`src/rtl/alu_seq_if.sv`:
```
// Handshake and operand/result bundle for alu_seq.
// The master drives operands and out_ready; the slave (the ALU) returns the result and flags.
interface alu_seq_if #(
  parameter int WIDTH = 8
);
  logic             in_valid;
  logic             in_ready;
  logic [WIDTH-1:0] A;
  logic [WIDTH-1:0] B;
  logic [2:0]       control;
  logic             out_valid;
  logic             out_ready;
  logic [WIDTH-1:0] result;
  logic [WIDTH-1:0] result_hi;
  logic             zero;
  logic             carry;
  logic             overflow;
  logic             negative;

  modport master (
    output in_valid, A, B, control, out_ready,
    input  in_ready, out_valid, result, result_hi, zero, carry, overflow, negative
  );

  modport slave (
    input  in_valid, A, B, control, out_ready,
    output in_ready, out_valid, result, result_hi, zero, carry, overflow, negative
  );
endinterface

```
`src/rtl/alu_seq.sv`:
```
// Registered ALU with valid/ready handshake, flags and a WIDTH-cycle shift-add multiply.
// Define ALU_SAT_EN to saturate ADD/SUB on signed overflow instead of wrapping.
module alu_seq #(
  parameter int WIDTH = 8
) (
  input logic      clk,
  input logic      rst_n,
  alu_seq_if.slave bus
);
  localparam int SHW = $clog2(WIDTH);

  typedef enum logic [1:0] {IDLE, BUSY, DONE} state_e;
  typedef enum logic [2:0] {
    OP_ADD, OP_SUB, OP_AND, OP_OR, OP_XOR, OP_SHL, OP_SHR, OP_MUL
  } op_e;

  state_e               state_q, state_d;
  logic [2*WIDTH-1:0]   p_q, p_d;
  logic [WIDTH-1:0]     mcand_q, mcand_d;
  logic [SHW-1:0]       cnt_q, cnt_d;
  logic [WIDTH-1:0]     res_q, res_d, hi_q, hi_d;
  logic                 zero_q, zero_d, carry_q, carry_d;
  logic                 ovf_q, ovf_d, neg_q, neg_d;

  logic [WIDTH:0]       sum_w, diff_w, shl_w, shr_w, mul_sum;
  logic [SHW-1:0]       shamt;
  logic [WIDTH-1:0]     alu_res;
  logic                 alu_c, alu_v;
  logic [2*WIDTH-1:0]   p_step;

  // Single-cycle ops evaluate straight from the bus and are captured on the accept edge.
  always_comb begin
    // NOTE: every always_comb output gets a default first so no path leaves it unassigned (no latch).
    shamt   = bus.B[SHW-1:0];
    sum_w   = {1'b0, bus.A} + {1'b0, bus.B};
    diff_w  = {1'b0, bus.A} - {1'b0, bus.B};
    shl_w   = {1'b0, bus.A} << shamt;
    shr_w   = {bus.A, 1'b0} >> shamt;
    alu_res = '0;
    alu_c   = 1'b0;
    alu_v   = 1'b0;
    case (op_e'(bus.control))
      OP_ADD: begin
        alu_res = sum_w[WIDTH-1:0];
        alu_c   = sum_w[WIDTH];
        alu_v   = (bus.A[WIDTH-1] == bus.B[WIDTH-1]) && (sum_w[WIDTH-1] != bus.A[WIDTH-1]);
      end
      OP_SUB: begin
        alu_res = diff_w[WIDTH-1:0];
        alu_c   = diff_w[WIDTH];
        alu_v   = (bus.A[WIDTH-1] != bus.B[WIDTH-1]) && (diff_w[WIDTH-1] != bus.A[WIDTH-1]);
      end
      OP_AND:  alu_res = bus.A & bus.B;
      OP_OR:   alu_res = bus.A | bus.B;
      OP_XOR:  alu_res = bus.A ^ bus.B;
      OP_SHL: begin
        alu_res = shl_w[WIDTH-1:0];
        alu_c   = shl_w[WIDTH];
      end
      OP_SHR: begin
        alu_res = shr_w[WIDTH:1];
        alu_c   = shr_w[0];
      end
      default: ;
    endcase
`ifdef ALU_SAT_EN
    // Overflow direction always follows the sign of A for both ADD and SUB.
    if (alu_v) alu_res = bus.A[WIDTH-1] ? {1'b1, {(WIDTH-1){1'b0}}} : {1'b0, {(WIDTH-1){1'b1}}};
`endif
  end

  // One multiplier bit per step: low half of p holds the remaining multiplier bits.
  always_comb begin
    mul_sum = {1'b0, p_q[2*WIDTH-1:WIDTH]} + (p_q[0] ? {1'b0, mcand_q} : '0);
    p_step  = {mul_sum, p_q[WIDTH-1:1]};
  end

  always_comb begin
    state_d = state_q;
    p_d     = p_q;
    mcand_d = mcand_q;
    cnt_d   = cnt_q;
    res_d   = res_q;
    hi_d    = hi_q;
    zero_d  = zero_q;
    carry_d = carry_q;
    ovf_d   = ovf_q;
    neg_d   = neg_q;
    case (state_q)
      IDLE: begin
        if (bus.in_valid) begin
          if (op_e'(bus.control) == OP_MUL) begin
            p_d     = {{WIDTH{1'b0}}, bus.B};
            mcand_d = bus.A;
            cnt_d   = '0;
            state_d = BUSY;
          end else begin
            res_d   = alu_res;
            hi_d    = '0;
            zero_d  = (alu_res == '0);
            carry_d = alu_c;
            ovf_d   = alu_v;
            neg_d   = alu_res[WIDTH-1];
            state_d = DONE;
          end
        end
      end
      BUSY: begin
        p_d   = p_step;
        cnt_d = cnt_q + 1'b1;
        if (cnt_q == SHW'(WIDTH - 1)) begin
          res_d   = p_step[WIDTH-1:0];
          hi_d    = p_step[2*WIDTH-1:WIDTH];
          zero_d  = (p_step == '0);
          carry_d = |p_step[2*WIDTH-1:WIDTH];
          ovf_d   = 1'b0;
          neg_d   = p_step[2*WIDTH-1];
          state_d = DONE;
        end
      end
      DONE:    if (bus.out_ready) state_d = IDLE;
      default: state_d = IDLE;
    endcase
  end

  always_ff @(posedge clk or negedge rst_n) begin
    // NOTE: sequential state uses non-blocking assignments so every flop samples pre-edge values.
    if (!rst_n) begin
      state_q <= IDLE;
      p_q     <= '0;
      mcand_q <= '0;
      cnt_q   <= '0;
      res_q   <= '0;
      hi_q    <= '0;
      zero_q  <= 1'b0;
      carry_q <= 1'b0;
      ovf_q   <= 1'b0;
      neg_q   <= 1'b0;
    end else begin
      state_q <= state_d;
      p_q     <= p_d;
      mcand_q <= mcand_d;
      cnt_q   <= cnt_d;
      res_q   <= res_d;
      hi_q    <= hi_d;
      zero_q  <= zero_d;
      carry_q <= carry_d;
      ovf_q   <= ovf_d;
      neg_q   <= neg_d;
    end
  end

  // in_ready is held low while reset is asserted so every output reads 0 in reset.
  assign bus.in_ready  = rst_n && (state_q == IDLE);
  assign bus.out_valid = (state_q == DONE);
  assign bus.result    = res_q;
  assign bus.result_hi = hi_q;
  assign bus.zero      = zero_q;
  assign bus.carry     = carry_q;
  assign bus.overflow  = ovf_q;
  assign bus.negative  = neg_q;
endmodule

```
`src/flat_wrapper.sv`:
```
// flat-port wrapper written by rule: the top's interface ports become plain ports
module alu_seq_flat 
#(
  parameter int WIDTH = 8
)
  (clk, rst_n, bus_in_valid, bus_A, bus_B, bus_control, bus_out_ready, bus_in_ready, bus_out_valid, bus_result, bus_result_hi, bus_zero, bus_carry, bus_overflow, bus_negative);
  alu_seq_if #(.WIDTH(WIDTH)) bus_i ();
  input logic clk;
  input logic rst_n;
  input wire logic [$bits(bus_i.in_valid)-1:0] bus_in_valid;
  input wire logic [$bits(bus_i.A)-1:0] bus_A;
  input wire logic [$bits(bus_i.B)-1:0] bus_B;
  input wire logic [$bits(bus_i.control)-1:0] bus_control;
  input wire logic [$bits(bus_i.out_ready)-1:0] bus_out_ready;
  output wire logic [$bits(bus_i.in_ready)-1:0] bus_in_ready;
  output wire logic [$bits(bus_i.out_valid)-1:0] bus_out_valid;
  output wire logic [$bits(bus_i.result)-1:0] bus_result;
  output wire logic [$bits(bus_i.result_hi)-1:0] bus_result_hi;
  output wire logic [$bits(bus_i.zero)-1:0] bus_zero;
  output wire logic [$bits(bus_i.carry)-1:0] bus_carry;
  output wire logic [$bits(bus_i.overflow)-1:0] bus_overflow;
  output wire logic [$bits(bus_i.negative)-1:0] bus_negative;
  assign bus_i.in_valid = bus_in_valid;
  assign bus_i.A = bus_A;
  assign bus_i.B = bus_B;
  assign bus_i.control = bus_control;
  assign bus_i.out_ready = bus_out_ready;
  assign bus_in_ready = bus_i.in_ready;
  assign bus_out_valid = bus_i.out_valid;
  assign bus_result = bus_i.result;
  assign bus_result_hi = bus_i.result_hi;
  assign bus_zero = bus_i.zero;
  assign bus_carry = bus_i.carry;
  assign bus_overflow = bus_i.overflow;
  assign bus_negative = bus_i.negative;
  alu_seq #(.WIDTH(WIDTH)) u_core (.clk(clk), .rst_n(rst_n), .bus(bus_i));
endmodule
```
`config.mk`:
```
export PLATFORM = sky130hd
export DESIGN_NAME = alu_seq_flat
export DESIGN_NICKNAME = d
export VERILOG_FILES = /design/src/rtl/alu_seq_if.sv /design/src/rtl/alu_seq.sv /design/src/flat_wrapper.sv
export SDC_FILE = /design/constraint.sdc
export NUM_CORES = 1
export LEC_CHECK = 0
export ABC_AREA = 1
export CORE_ASPECT_RATIO = 1.2
export CORE_UTILIZATION = 25
export DETAILED_ROUTE_END_ITERATION = 12
export PLACE_DENSITY_LB_ADDON = 0.08
export SLEW_MARGIN = 20
export SYNTH_ARGS = -nofsm -noshare
export SYNTH_HDL_FRONTEND = slang
export SYNTH_SLANG_ARGS = --single-unit
```
`constraint.sdc`:
```
create_clock -name clk -period 4.02 [get_ports clk]
set_input_delay 1.005 -clock clk [delete_from_list [all_inputs] [get_ports clk]]
set_output_delay 1.005 -clock clk [all_outputs]
set_load 0.01 [all_outputs]
```
==> impl_results.md, run 1 <==
- Crit path DAT: 3.58 ns
- Detailed router's first-iteration violation count: 270
- Leakage: 2.64 nW
- Die width: 121 um
- Unique masters post-synth: 44
- Syn Area/Cell: 6.76 um2
- Fill count: 1,868
- DR WL/cell: 17.2 um
- Core area: 16,800 um2
- Placer Congestion: 0.864
- Remaining antenna violation count: 0
- Post-CTS setup buffer count: 0
- Remaining Overflow, GRT: 0
- Critical path fanouts, max: 9
- HP Class: register to register
- Number of synthesized flops with an enable pin: 0
- Sequential Area: 1230 um2
- Mapped Nets: 693
- Worst Skew: 0.00617 ns
- DR vias/cell: 4.79
- Synth area leaders: dfrtp_1 29%, nand2_1 16%, nand3_1 10%, ha_1 10%, inv_1 6.4%
- Status: finished clean
- Number of CTS-inserted buffers: 5
- Cell Area, Synth: 4270 um2
- Final hold violations: 0
- Root Buffer: clkbuf_16
- Port Buf Inserts: 44
- DRC viols: 0
- TritonCTS clock tree: yes
- Setup violators final: 0
- RSZ-0062 raised after global routing: no
- Gate count of the mapped netlist: 632
- Chip Height: 145 um
- Commonest non-fill, non-tap cells in the layout: 185 x nand2_1, 88 x nand3_1, 73 x inv_1
- Fin Setup TNS: 0 ns
- Post-CTS Hold Buffers: 0
- Ant. Diodes: 0
- First-pass GRT wire length: 24,500 um
- Worst Max-Slew Pin Slew: 0.665 ns
- I/O pin cnt: 45
- Power density over the cells: 446 nW/um2
- Initial Util: 25.4%
- Commonest non-fill, non-tap cell in the layout: nand2_1
- CTS clk-pin slew, worst paths: 0.07 ns
- Seq cells post-synth: 49
- Slew headroom: 55.6%
- Slew Viols, Final: 0
- Vias in the first global route: 4,379
- Largest net degree at the start of global routing: 50
- Minimum clock period: 3.35 ns
- Die area: 17,600 um2
- Final Cell Area: 5110 um2
- Number of H-tree levels: 2
- Max cap viols: 0
- Worst setup SP type: input pin
- Post-Place Cell Area: 4970 um2
- Area leader, netlist: dfrtp_1
- Post-synth top flop: dfrtp_1
- Resized Gates After CTS: 0
- First-pass detailed-route iteration total: 5
- Crit Path Class: input pin to register
- Nets: 739
- Max Fclk: 299 MHz
- DP Wirelength: 12,500 um
- Syn-to-layout area delta: 19.7%
- Worst skew pair latency: 0.29 ns
- FP Rows: 52
- Total number of vias: 4,287
- Gr usage total: 18.2%
- Final WL: 15,400 um
- CTS sink count: 49
- Register area share after synthesis: 28.7%
- Critical Path RT: 4.25 ns
- Share of cells above drive strength 1: 7.95%
- Synthesis Warnings: 0
- Async SR Flop Fraction: 100%
- VDD IR-drop max: 0.000202 V
- CP Capture Type: register
- Period utilisation layout: 83.3%
- Post-synth top area share: 28.7%
- Clk buf depth: 2
- Antenna violations before repair: 0
- Multi-input gate area: 2610 um2
[critical path, stage by stage]
cell	delay (ns)
clkdlybuf4s50_1	0.65
inv_1	0.18
ha_1	0.47
nand3_1	0.14
nand3_1	0.18
nand3_1	0.18
nand2_1	0.13
nand2_1	0.06
nand3_1	0.12
nand3_1	0.13
nor2_1	0.12
nand2_1	0.06
nand2_1	0.05
nand2_1	0.05
nand2_1	0.05
[worst paths after layout]
kind,from,to,slack (ns),cells past startpoint
worst max-delay path,bus_B[2],u_core.bus.zero$_DFFE_PN0P_,0.67,15
worst max register to register,u_core.p_q[0]$_DFFE_PN0P_,u_core.bus.zero$_DFFE_PN0P_,1.38,17
worst min-delay path,u_core.bus.result_hi[0]$_DFFE_PN0P_,u_core.bus.result_hi[0]$_DFFE_PN0P_,0.49,2
worst min register to register,u_core.bus.result_hi[0]$_DFFE_PN0P_,u_core.bus.result_hi[0]$_DFFE_PN0P_,0.49,2
max in group asynchronous,rst_n,u_core.cnt_q[1]$_DFFE_PN0P_,2.64,2
min in group asynchronous,rst_n,u_core.bus.result_hi[3]$_DFFE_PN0P_,0.92,2
[registers in the layout (all words and copies together) (netlist names)]
name	flops
u_core.mcand_q	8
u_core.cnt_q	3
u_core.bus.zero	1
u_core.bus.result	8
u_core.p_q	16
u_core.bus.negative	1
u_core.state_q	2
u_core.bus.carry	1
u_core.bus.result_hi	8
u_core.bus.overflow	1
[cells in the mapped netlist (2+ instances only)]
library cell  count
nand4_1          12
o211ai_1          4
inv_1            73
nor2_4            3
fa_1              3
o311ai_0          6
nor2_1           49
xnor2_1           3
o21ai_0           7
and2_1            2
nor2_2            6
nand2_1         185
xor2_1            2
nand3_2           3
nor3_1            3
o221ai_1          6
a21oi_2           2
a21o_1            2
a31oi_1           2
buf_4             6
nor4_1            2
dfrtp_1          49
or2_2             3
ha_1             35
and3_1            2
inv_2            11
o21ai_1          15
clkbuf_1          5
buf_2             8
a22o_1            3
nand3_1          88
a21oi_1          20
[cells by family after synthesis]
| kind of cell | after synthesis | synth area share [%] |
|---|---|---|
| buffers and inverters | 104 | 10.1 |
| flip-flops | 49 | 28.7 |
| AND/OR/NAND/NOR | 362 | 37.4 |
| adder cells (fa/ha/maj) | 38 | 11.7 |
| AO/OA/AOI/OAI | 74 | 11.1 |
| XOR/XNOR | 5 | 1.03 |
[power by group]
group | switching [mW] | internal, mW | leakage [nW]
registers | 0.135 | 0.666 | 0.635
clock network | 0.191 | 0.229 | 0.0706
logic | 0.633 | 0.427 | 1.93
[metrics by stage]
step	utilization (%)	hold WS, ns	total power, mW	setup slack, ns	instances
finish	30.5	0.488	2.28	0.672	895
global route	30.5	0.511	2.48	0.388	895
CTS	30.5	0.494	2.32	0.673	895
detailed placement	29.6	0.474	1.89	0.370	887
global placement	29.6	0.470	1.90	0.378	887
floorplan	-	0.446	1.46	1.39	632
[routing by layer]
metal	vias to the layer above	share of wire [%]	GRT usage (%)
met5	-	0	0
met4	0	3.1	6.48
met3	18	3.3	1.85
met2	101	52	32.6
met1	2005	41	22.2
li1	2163	-	-
[area by class of cell]
class,count,area share [%]
clock buffers,6,2.52
clock inverters,2,0.196
inverters,84,6.17
multi-input cells,479,51.1
flip-flops and latches,49,24.0
well taps,216,5.29
repair buffers,59,10.7
(Power assumes the default switching activity.)
==> run 2: changes to the inputs <==
==> constraint.sdc (replaced) <==
create_clock -name clk -period 3.4 [get_ports clk]
set_input_delay 0.85 -clock clk [delete_from_list [all_inputs] [get_ports clk]]
set_output_delay 0.85 -clock clk [all_outputs]
set_load 0.01 [all_outputs]
==> impl_results.md, run 2 (synthesized netlist as in run 1, its figures left out) <==
- Setup violators final: 0 (unchanged)
- Final WL: 15,500 um (+0.16%)
- Share of cells above drive strength 1: 10.8% (+2.9 points)
- RSZ-0062 raised after global routing: no
- Commonest non-fill, non-tap cell in the layout: nand2_1
- VDD IR-drop max: 0.000213 V (+5.4%)
- Max FFs per register: 16 (unchanged)
- Remaining antenna violation count: 0 (unchanged)
- Power density over the cells: 516 nW/um2 (+16%)
- Post-CTS setup buffer count: 0 (unchanged)
- Slowest CP cell: clkdlybuf4s50_1
- CP Cell Sequence: clkdlybuf4s50_1 -> inv_1 -> ha_1 -> fa_1 -> inv_1 -> nand2_1 -> nand2_1 -> nand3_1 -> nand3_1 -> nand3_1 -> nor2_1 -> nand3_1 -> nor2_1 -> nand2_1 -> nand2_1 -> nand2_1 -> nand2_1
- Critical path's largest stage delay: 0.53 ns (-0.12 ns)
- I/O pin cnt: 45 (unchanged)
- Die area: 17,600 um2 (unchanged)
- Clk buf depth: 2 (unchanged)
- Nets: 762 (+3.1%)
- CTS clk-pin slew, worst paths: 0.07 ns (about the same)
- Worst Max-Slew Pin Slew: 0.647 ns (-0.0182 ns)
- Remaining Overflow, GRT: 0 (unchanged)
- Hold slack: 0.482 ns (-0.00619 ns)
- Max cap viols: 0 (unchanged)
- Post-CTS Hold Buffers: 0 (unchanged)
- DR WL/cell: 16.8 um (-2.2%)
- HP Class: register to register
- Antenna violations before repair: 0 (unchanged)
- Critical path fanouts, max: 4 (-5)
- Port Buf Inserts: 44 (unchanged)
- Chip Height: 145 um (unchanged)
- Ant. Diodes: 0 (unchanged)
- Worst Skew: 0.00360 ns (-0.00257 ns)
- Final hold violations: 0 (unchanged)
- Commonest non-fill, non-tap cells in the layout: 185 x nand2_1, 88 x nand3_1, 73 x inv_1
- Worst skew pair latency: 0.29 ns (about the same)
- Crit path DAT: 3.27 ns (-0.31 ns)
- Period utilisation layout: 89.4%
- Root Buffer: clkbuf_16
- Worst hold stages: 2 (unchanged)
- Largest net degree at the start of global routing: 50 (unchanged)
- Number of CTS-inserted buffers: 5 (unchanged)
- Worst path bufs/invs: 3 (+1)
- Vias in the first global route: 4,383 (+0.091%)
- Max Fclk: 329 MHz
- FF-to-FF path depth: 16 (-1)
- Most common cell on crit path: nand2_1
- Initial Util: 25.4% (unchanged)
- Placer Congestion: 0.858 (-0.73%)
- Number of H-tree levels: 2 (unchanged)
- Slew headroom: 56.9% (+1.2 points)
- DR vias/cell: 4.79 (about the same)
- Total number of vias: 4,393 (+2.5%)
- Resized Gates After CTS: 0 (unchanged)
- CP top delay family: simple AND/OR/NAND/NOR gates
- Detailed router's first-iteration violation count: 264 (-2.2%)
- DP Wirelength: 12,600 um (+0.25%)
- First-pass detailed-route iteration total: 5 (unchanged)
- Slew Viols, Final: 0 (unchanged)
- Die width: 121 um (unchanged)
- Minimum clock period: 3.04 ns
- Critical Path RT: 3.63 ns (-0.62 ns)
- Leakage: 2.74 nW (+4.1%)
- Fin Setup TNS: 0 ns (unchanged)
- First-pass GRT wire length: 24,700 um (+0.79%)
- Crit Path Class: input pin to register
- CP Capture Type: register
- Core area: 16,800 um2 (unchanged)
- Gr usage total: 18.5% (+0.25 points)
- TritonCTS clock tree: yes
- FP Rows: 52 (unchanged)
- CTS sink count: 49 (unchanged)
- Largest Register: u_core.p_q
- Crit. path cell count: 17 (+2)
- DRC viols: 0 (unchanged)
- Syn-to-layout area delta: 23.8%
- Status: finished clean
- Worst setup SP type: input pin
==> run 2: where the power goes <==
group	switching [mW]	leakage [nW]	internal, mW	total, mW
clock network	0.216	0.0700	0.290	0.506
logic	0.747	2.04	0.531	1.28
registers	0.159	0.635	0.787	0.946
==> run 2: area by class of cell <==
class / count / area (um2)
fill: 1878 / 11500
multi-input combinational: 479 / 2610
sequential: 49 / 1230
timing repair buffer: 82 / 721
inverter: 84 / 315
tap: 216 / 270
clock buffer: 7 / 143
==> run 2: worst reg2reg max path: stages, from the launching register on <==
cell	delay (ns)
dfrtp_1	0.53
nand2_1	0.09
inv_1	0.07
ha_1	0.19
inv_1	0.07
fa_1	0.43
inv_1	0.11
nand4_1	0.15
nand3_1	0.12
nand2_1	0.09
nand2_1	0.07
nand2_1	0.05
nand2_1	0.13
nor2_1	0.08
nand2_1	0.06
nand2_1	0.07
a21oi_1	0.16
==> run 2: worst paths after layout <==
path | slack (ns) | from | to
setup / recovery | 0.36 | bus_A[0] | u_core.bus.zero$_DFFE_PN0P_
hold / removal | 0.48 | u_core.bus.result_hi[7]$_DFFE_PN0P_ | u_core.bus.result_hi[7]$_DFFE_PN0P_
setup reg to reg | 0.84 | u_core.p_q[0]$_DFFE_PN0P_ | u_core.bus.carry$_DFFE_PN0P_
hold reg to reg | 0.48 | u_core.bus.result_hi[7]$_DFFE_PN0P_ | u_core.bus.result_hi[7]$_DFFE_PN0P_
max in group asynchronous | 2.19 | rst_n | u_core.state_q[1]$_DFFE_PN0P_
min in group asynchronous | 0.78 | rst_n | u_core.bus.result_hi[5]$_DFFE_PN0P_
==> run 2: layer usage <==
layer | vias to the layer above | GRT usage, % | wire length [um]
met1 | 2066 | 22.4 | 6570
li1 | 2203 | - | -
met3 | 19 | 1.42 | 302
met2 | 105 | 33.3 | 8090
met4 | 0 | 7.04 | 487
met5 | - | 0 | 0
==> run 2: per-stage QoR <==
stage | setup slack (ns) | cell area (um2) | utilization (%) | power, mW | cells
after floorplan | 0.921 | 4270 | - | 1.73 | 632
after global placement | 0.126 | 5150 | 30.7 | 2.25 | 910
after detailed placement | 0.0756 | 5150 | 30.7 | 2.25 | 910
after CTS | 0.381 | 5290 | 31.5 | 2.77 | 917
after global routing | 0.172 | 5290 | 31.5 | 2.97 | 917
final | 0.361 | 5290 | 31.5 | 2.73 | 917
